[src/rtl/ac_climate_sim_if.sv]
// ac_climate_sim_if: user/display-side bundle of the climate simulator.
//   master (user/set-temp logic + recharge logic) drives:
//     on_off, mode_in[1:0], set_temp[TW], power_in[PW], load_power
//   slave (ac_climate_sim) drives:
//     mode[1:0], env_temp[TW], power[PW], tick, power_empty, at_target
interface ac_climate_sim_if #(
  parameter int TW = 9,
  parameter int PW = 10
);
  logic          on_off;
  logic [1:0]    mode_in;
  logic [TW-1:0] set_temp;
  logic [PW-1:0] power_in;
  logic          load_power;
  logic [1:0]    mode;
  logic [TW-1:0] env_temp;
  logic [PW-1:0] power;
  logic          tick;
  logic          power_empty;
  logic          at_target;

  modport master (
    output on_off, mode_in, set_temp, power_in, load_power,
    input  mode, env_temp, power, tick, power_empty, at_target
  );

  modport slave (
    input  on_off, mode_in, set_temp, power_in, load_power,
    output mode, env_temp, power, tick, power_empty, at_target
  );
endinterface

[src/rtl/ac_climate_sim.sv]
// ac_climate_sim: air-conditioner mode / room-temperature / power simulator.
// Everything runs on clk; a prescaler produces a one-cycle tick enable and
// all mode/temperature/power updates happen on tick edges, except recharge.
// Ports:
//   clk  - system clock
//   rst  - asynchronous active-low reset
//   io   - ac_climate_sim_if.slave: user inputs (on_off, mode_in, set_temp,
//          power_in, load_power) and status outputs (mode, env_temp, power,
//          tick, power_empty, at_target)
// Temperatures are 0.1 degC/LSB, power is 0.1 W/LSB.
module ac_climate_sim #(
  parameter int CLK_DIV     = 10_000_000,
  parameter int TW          = 9,
  parameter int PW          = 10,
  parameter int ENV_INIT    = 240,
  parameter int POWER_INIT  = 100,
  parameter int AMBIENT     = 240,
  parameter int TEMP_MIN    = 160,
  parameter int TEMP_MAX    = 300,
  parameter int HYST        = 5,
  parameter int STEP_TICKS  = 10,
  parameter int WIND_TICKS  = 4,
  parameter int DRIFT_TICKS = 20,
  parameter int COST_ACTIVE = 1,
  parameter int COST_WIND   = 1
) (
  input  logic clk,
  input  logic rst,
  ac_climate_sim_if.slave io
);

  localparam int DW = (CLK_DIV     > 1) ? $clog2(CLK_DIV)     : 1;
  localparam int SW = (STEP_TICKS  > 1) ? $clog2(STEP_TICKS)  : 1;
  localparam int WW = (WIND_TICKS  > 1) ? $clog2(WIND_TICKS)  : 1;
  localparam int RW = (DRIFT_TICKS > 1) ? $clog2(DRIFT_TICKS) : 1;
  // Comparisons run one bit wider so set_temp+HYST cannot wrap.
  localparam int TX = TW + 1;

  typedef enum logic [1:0] {
    M_WIND = 2'b00,
    M_COLD = 2'b01,
    M_HOT  = 2'b10
  } mode_e;

  logic [DW-1:0] div_q, div_d;
  logic [SW-1:0] step_q, step_d;
  logic [WW-1:0] wind_q, wind_d;
  logic [RW-1:0] drift_q, drift_d;
  mode_e         mode_q, mode_d;
  logic [TW-1:0] env_q, env_d;
  logic [PW-1:0] power_q, power_d;
  logic          on_q, on_d;

  logic          tick;
  mode_e         nm;
  logic          act;
  logic          oo_clr;
  logic [TX-1:0] env_x, set_x;

  function automatic logic [TW-1:0] clamp_t(input logic [TX-1:0] v);
    if (v < TX'(TEMP_MIN)) return TW'(TEMP_MIN);
    if (v > TX'(TEMP_MAX)) return TW'(TEMP_MAX);
    return v[TW-1:0];
  endfunction

  function automatic logic [PW-1:0] sub_sat(input logic [PW-1:0] p,
                                            input logic [PW-1:0] c);
    return (p > c) ? p - c : '0;
  endfunction

  // One LSB toward AMBIENT; stays put once there.
  function automatic logic [TW-1:0] drift_t(input logic [TW-1:0] e);
    if (e < TW'(AMBIENT)) return e + 1'b1;
    if (e > TW'(AMBIENT)) return e - 1'b1;
    return e;
  endfunction

  assign tick = (div_q == DW'(CLK_DIV - 1));

  always_comb begin
    nm      = M_WIND;
    act     = io.on_off && (power_q != '0);
    oo_clr  = (io.on_off != on_q);
    env_x   = {1'b0, env_q};
    set_x   = {1'b0, io.set_temp};
    div_d   = tick ? '0 : div_q + 1'b1;
    on_d    = io.on_off;
    mode_d  = mode_q;
    env_d   = env_q;
    power_d = power_q;
    // An on/off transition restarts the activity counters but never the
    // prescaler, so tick phase is unaffected by the user.
    step_d  = oo_clr ? '0 : step_q;
    wind_d  = oo_clr ? '0 : wind_q;
    drift_d = oo_clr ? '0 : drift_q;

    if (tick) begin
      // Resolution looks at pre-update env_temp; the hold case gives the
      // hysteresis band between set_temp and set_temp+/-HYST.
      if (act) begin
        case (io.mode_in)
          2'b01: begin
            if (env_x > set_x + TX'(HYST))  nm = M_COLD;
            else if (env_x <= set_x)        nm = M_WIND;
            else nm = (mode_q == M_COLD) ? M_COLD : M_WIND;
          end
          2'b10: begin
            if (env_x + TX'(HYST) < set_x)  nm = M_HOT;
            else if (env_x >= set_x)        nm = M_WIND;
            else nm = (mode_q == M_HOT) ? M_HOT : M_WIND;
          end
          default: nm = M_WIND;
        endcase
      end
      mode_d = nm;

      // A mode change restarts the period counters, then this tick counts.
      if (nm != mode_q) begin
        step_d = '0;
        wind_d = '0;
      end

      if (act && nm != M_WIND) begin
        if (step_d == SW'(STEP_TICKS - 1)) begin
          step_d = '0;
          if (nm == M_COLD) env_d = clamp_t((env_x == '0) ? '0 : env_x - 1'b1);
          else              env_d = clamp_t(env_x + 1'b1);
        end else begin
          step_d = step_d + 1'b1;
        end
        power_d = sub_sat(power_q, PW'(COST_ACTIVE));
      end else begin
        // Wind (active) pays a periodic fan cost; wind and idle both drift.
        if (act) begin
          if (wind_d == WW'(WIND_TICKS - 1)) begin
            wind_d  = '0;
            power_d = sub_sat(power_q, PW'(COST_WIND));
          end else begin
            wind_d = wind_d + 1'b1;
          end
        end
        if (drift_d == RW'(DRIFT_TICKS - 1)) begin
          drift_d = '0;
          env_d   = drift_t(env_q);
        end else begin
          drift_d = drift_d + 1'b1;
        end
      end
    end

    // Recharge only while off; it overrides any tick-time power update.
    if (io.load_power && !io.on_off) power_d = io.power_in;
  end

  always_ff @(posedge clk or negedge rst) begin
    if (!rst) begin
      div_q   <= '0;
      step_q  <= '0;
      wind_q  <= '0;
      drift_q <= '0;
      mode_q  <= M_WIND;
      env_q   <= TW'(ENV_INIT);
      power_q <= PW'(POWER_INIT);
      on_q    <= 1'b0;
    end else begin
      div_q   <= div_d;
      step_q  <= step_d;
      wind_q  <= wind_d;
      drift_q <= drift_d;
      mode_q  <= mode_d;
      env_q   <= env_d;
      power_q <= power_d;
      on_q    <= on_d;
    end
  end

  assign io.mode        = mode_q;
  assign io.env_temp    = env_q;
  assign io.power       = power_q;
  assign io.tick        = tick;
  assign io.power_empty = (power_q == '0);
  assign io.at_target   = (env_q == io.set_temp);

endmodule

[src/flat_wrapper.sv]
// flat-port wrapper written by rule: the top's interface ports become plain ports
module ac_climate_sim_flat 
#(
  parameter int CLK_DIV     = 10_000_000,
  parameter int TW          = 9,
  parameter int PW          = 10,
  parameter int ENV_INIT    = 240,
  parameter int POWER_INIT  = 100,
  parameter int AMBIENT     = 240,
  parameter int TEMP_MIN    = 160,
  parameter int TEMP_MAX    = 300,
  parameter int HYST        = 5,
  parameter int STEP_TICKS  = 10,
  parameter int WIND_TICKS  = 4,
  parameter int DRIFT_TICKS = 20,
  parameter int COST_ACTIVE = 1,
  parameter int COST_WIND   = 1
)
  (clk, rst, io_on_off, io_mode_in, io_set_temp, io_power_in, io_load_power, io_mode, io_env_temp, io_power, io_tick, io_power_empty, io_at_target);
  ac_climate_sim_if #(.TW(TW), .PW(PW)) io_i ();
  input  logic clk;
  input  logic rst;
  input wire logic [$bits(io_i.on_off)-1:0] io_on_off;
  input wire logic [$bits(io_i.mode_in)-1:0] io_mode_in;
  input wire logic [$bits(io_i.set_temp)-1:0] io_set_temp;
  input wire logic [$bits(io_i.power_in)-1:0] io_power_in;
  input wire logic [$bits(io_i.load_power)-1:0] io_load_power;
  output wire logic [$bits(io_i.mode)-1:0] io_mode;
  output wire logic [$bits(io_i.env_temp)-1:0] io_env_temp;
  output wire logic [$bits(io_i.power)-1:0] io_power;
  output wire logic [$bits(io_i.tick)-1:0] io_tick;
  output wire logic [$bits(io_i.power_empty)-1:0] io_power_empty;
  output wire logic [$bits(io_i.at_target)-1:0] io_at_target;
  assign io_i.on_off = io_on_off;
  assign io_i.mode_in = io_mode_in;
  assign io_i.set_temp = io_set_temp;
  assign io_i.power_in = io_power_in;
  assign io_i.load_power = io_load_power;
  assign io_mode = io_i.mode;
  assign io_env_temp = io_i.env_temp;
  assign io_power = io_i.power;
  assign io_tick = io_i.tick;
  assign io_power_empty = io_i.power_empty;
  assign io_at_target = io_i.at_target;
  ac_climate_sim #(.CLK_DIV(CLK_DIV), .TW(TW), .PW(PW), .ENV_INIT(ENV_INIT), .POWER_INIT(POWER_INIT), .AMBIENT(AMBIENT), .TEMP_MIN(TEMP_MIN), .TEMP_MAX(TEMP_MAX), .HYST(HYST), .STEP_TICKS(STEP_TICKS), .WIND_TICKS(WIND_TICKS), .DRIFT_TICKS(DRIFT_TICKS), .COST_ACTIVE(COST_ACTIVE), .COST_WIND(COST_WIND)) u_core (.clk(clk), .rst(rst), .io(io_i));
endmodule
[config.mk]
export PLATFORM = sky130hd
export DESIGN_NAME = ac_climate_sim_flat
export DESIGN_NICKNAME = d
export VERILOG_FILES = /design/src/rtl/ac_climate_sim_if.sv /design/src/rtl/ac_climate_sim.sv /design/src/flat_wrapper.sv
export SDC_FILE = /design/constraint.sdc
export NUM_CORES = 1
export LEC_CHECK = 0
export ABC_AREA = 1
export CORE_ASPECT_RATIO = 1.75
export CORE_MARGIN = 8
export CORE_UTILIZATION = 63
export CTS_CLUSTER_DIAMETER = 100
export CTS_CLUSTER_SIZE = 14
export DETAILED_ROUTE_END_ITERATION = 8
export PLACE_DENSITY_LB_ADDON = 0.3
export SKIP_LAST_GASP = 1
export SLEW_MARGIN = 20
export SYNTH_ARGS = -nofsm -noshare
export SYNTH_HDL_FRONTEND = slang
export SYNTH_SLANG_ARGS = --single-unit
[constraint.sdc]
create_clock -name clk -period 6.1 [get_ports clk]
set_clock_uncertainty 0.2 [all_clocks]
set_input_delay 1.525 -clock clk [delete_from_list [all_inputs] [get_ports clk]]
set_output_delay 1.525 -clock clk [all_outputs]
set_load 0.05 [all_outputs]
==> impl_metrics.py <==
metrics = {
    "status": {
        "status": "finished, final reports clean",
    },
    "pwr": {
        "power_density_nw_per_um2": 189,
        "switching_share_pct": 30.0,
        "p_sw_uw": 333,
        "pwr-share-seq_pct": 38.1,
        "combPwrFrac_pct": 20.1,
        "clkPwrFrac_pct": 41.8,
        "p_int_uw": 775,
        "peakVddDrop_uv": 240,
        "leakagePower_nw": 3.03,
    },
    "worst_setup_path": {
        "crit_type": "in -> out",
        "cp_slowest_cell": "clkdlybuf4s50_1",
        "worstPathRequired_ns": 4.38,
        "rr_endpoint": "u_core.io.power[4]$_DFFE_PN0P_",
        "r2r-start": "u_core.io.env_temp[6]$_DFFE_PN1P_",
        "critPathLaunchType": "input port",
        "critPathMaxStageDelay_ns": 0.80,
        "crit_arrival_ns": 3.77,
        "critPathCaptureType": "primary output",
        "r2r_slack_ns": 2.01,
        "reg2regPathDepth": 21,
        "crit_chain": "clkdlybuf4s50_1 > inv_1 > ha_1 > nand2_1 > nor2_1 > nand4_1 > inv_1 > clkdlybuf4s50_1",
        "cp_max_fo": 3,
    },
    "placed_design": {
        "dp_hpwl_um": 10400,
        "numPortBuffers": 48,
        "gp_congestion": 0.954,
    },
    "sta": {
        "holdWs_ns": 0.306,
        "rsz0062_at_grt": "no",
        "relSlewSlack_pct": 51.4,
        "slew_violations": 0,
        "final_hold_viol_count": 0,
        "max_freq_mhz": 182,
        "finalCritPeriodShare_pct": 90.1,
        "setup_viol": 0,
        "period_needed_ns": 5.49,
        "worstMarginPinSlew_ns": 0.730,
        "fin_tns_setup_ns": 0,
    },
    "cts": {
        "clkLatencyLatePin_ns": 0.33,
        "cts_root_buf": "clkbuf_16",
        "cts.clk_slew.worst_paths_ns": 0.04,
        "cts_setup_buffers": 0,
        "postCtsHoldBufs": 0,
        "clockBufferDepth": 2,
        "htreeDepth": 3,
        "cts_tree": "built",
        "numCtsBuffers": 9,
        "cts.sinks": 57,
        "cts-resized-gates": 0,
    },
    "global_route": {
        "grt_max_degree": 58,
        "antenna_found_initial": 0,
        "grt_pass1_vias": 5117,
        "grt_pass1_wl_um": 23100,
        "grt.overflow.total": 0,
        "grt_use_total_pct": 24.7,
    },
    "floorplanning": {
        "die_w_um": 83.5,
        "die_area_um2": 11200,
        "core_um2": 7860,
        "ioPinCount": 49,
        "initial_core_util_pct": 63.9,
        "die_h_um": 134,
        "rows": 43,
    },
    "final_layout": {
        "area_delta_synth_final_pct": 16.6,
        "nFillCells": 614,
        "layout-drive-gt1-share_pct": 8.02,
        "fin_nets": 831,
        "n_antenna_cell": 0,
        "multi_input_area_um2": 3140,
        "register_area_um2": 1440,
    },
    "synth": {
        "yosys_warnings": 0,
        "ys_types": 47,
        "ys_seq_elements": 57,
        "synth_top_cell_area_share_pct": 24.9,
        "netlist_area_um2": 5020,
        "syn_inst": 715,
        "synth_area_leader_cell": "dfrtp_1",
        "synth.avg_cell_area_um2": 7.02,
        "ys_seq_area_share_pct": 28.6,
        "synth.net_count": 778,
        "synth.area.top_cells": "dfrtp_1 (25%), nand2_1 (12%), ha_1 (9.5%)",
    },
    "job": {
        "cap_viol_max_count": 0,
    },
    "routing": {
        "ant_nets": 0,
        "first_pass_iters": 5,
        "post_drt_wl_per_cell_um": 15.8,
        "drc": 0,
        "routed_wl_um": 13700,
        "viasPerCell": 5.81,
        "drt-initial-drc-count": 305,
        "vias": 5014,
    },
    "hold_path": {
        "hp-start": "u_core.io.power[6]$_DFFE_PN1P_",
        "min_to": "u_core.io.power[6]$_DFFE_PN1P_",
        "min_path_type": "reg -> reg",
        "hold_depth": 2,
    },
}
==> cells by family after synthesis <==
kind of cell | after synthesis | synth area share [%]
AOI/OAI and AO/OA | 85 | 9.97
adders and majority gates | 38 | 9.47
and+or+nand+nor | 376 | 35.3
DFF | 57 | 28.6
xor gates and xnor gates | 45 | 7.85
buffers and inverters | 114 | 8.80
==> metal layers <==
metal / routed length, µm / GRT usage, % / vias to the layer above / share of wire (%)
li1: - / - / 2439 / -
met3: 576 / 4.31 / 58 / 4.2
met4: 697 / 15.5 / 0 / 5.1
met1: 4900 / 24.0 / 2344 / 36
met2: 7500 / 46.6 / 173 / 55
met5: 0 / 0 / - / 0
==> worst max path at each step <==
stage               cells after the start            from  slack [ns]                             end
floorplan                              23  io_set_temp[0]        1.73  u_core.io.power[3]$_DFFE_PN0P_
global placement                        8  io_set_temp[6]        0.67                    io_at_target
CTS                                     8  io_set_temp[6]        0.60                    io_at_target
finish                                  8  io_set_temp[6]        0.61                    io_at_target
global route                            8  io_set_temp[6]        0.47                    io_at_target
detailed placement                      8  io_set_temp[6]        0.60                    io_at_target
==> metrics by stage <==
step           utilization, %  setup slack, ns  cells  instance area, µm²  power, mW
6_report                 74.5            0.606    863                5850       1.11
5_1_grt                  74.5            0.467    863                5850       1.15
4_1_cts                  74.5            0.601    863                5850       1.11
3_5_place_dp             71.0            0.602    847                5570      0.649
3_3_place_gp             71.0            0.670    847                5570      0.642
2_1_floorplan               -             1.73    715                5020      0.567
==> cell usage after synthesis (all sizes together) <==
master,instances
o211ai,4
dfrtp,50
nor4,7
a21boi,2
o21a,2
a21o,2
xor2,44
ha,38
nor3b,2
a211oi,2
o311ai,1
o21bai,3
a22oi,7
and3,1
nand4,17
o22ai,3
o31ai,1
nand3,62
clkinv,1
inv,106
or2,2
a31oi,2
nor3,16
o21ai,30
a21oi,26
nor2,89
buf,4
nand3b,1
nand2,179
xnor2,1
dfstp,7
clkbuf,3
==> sequential cells by signal (all words and copies together) (netlist names) <==
register and flops:
u_core.div_q 24, u_core.wind_q 2, u_core.io.power 10, u_core.io.mode 2
u_core.step_q 4, u_core.on_q 1, u_core.io.env_temp 9, u_core.drift_q 5
==> worst max-delay path, delay by kind of cell <==
family	cells	cell delay (ns)
and+or+nand+nor	3	0.44
adders and majority gates	1	0.31
buffers and inverters	4	1.49
==> cells in the final DEF, fill, tap and decap left out, types with 4 or more instances in the layout <==
master,count
nand2_1,165
inv_1,102
nor2_1,80
nand3_1,58
dfrtp_1,50
clkdlybuf4s50_1,47
xor2_1,44
ha_1,38
a21oi_1,26
o21ai_0,25
nand4_1,17
nor3_1,13
clkbuf_16,9
nor2_2,7
a22oi_1,7
nand2_4,7
dfstp_2,7
nand2_2,6
nor4_1,6
nand3_2,4
inv_2,4
o211ai_1,4
==> area by class of cell <==
class	instances	area share, %
multi-input combinational	544	53.7
sequential	57	24.5
timing repair buffer	49	8.25
inverter	107	6.86
clock buffer	14	4.51
tap	90	1.92
clock inverter	2	0.214
==> power by group through the flow <==
stage,logic (mW),clock network (mW),registers [mW]
2_1_floorplan,0.0902,0,0.477
3_3_place_gp,0.216,0,0.426
3_5_place_dp,0.221,0,0.427
4_1_cts,0.223,0.469,0.421
5_1_grt,0.241,0.484,0.424
6_report,0.222,0.464,0.422
Note: power is estimated with default switching activity, not from simulation.
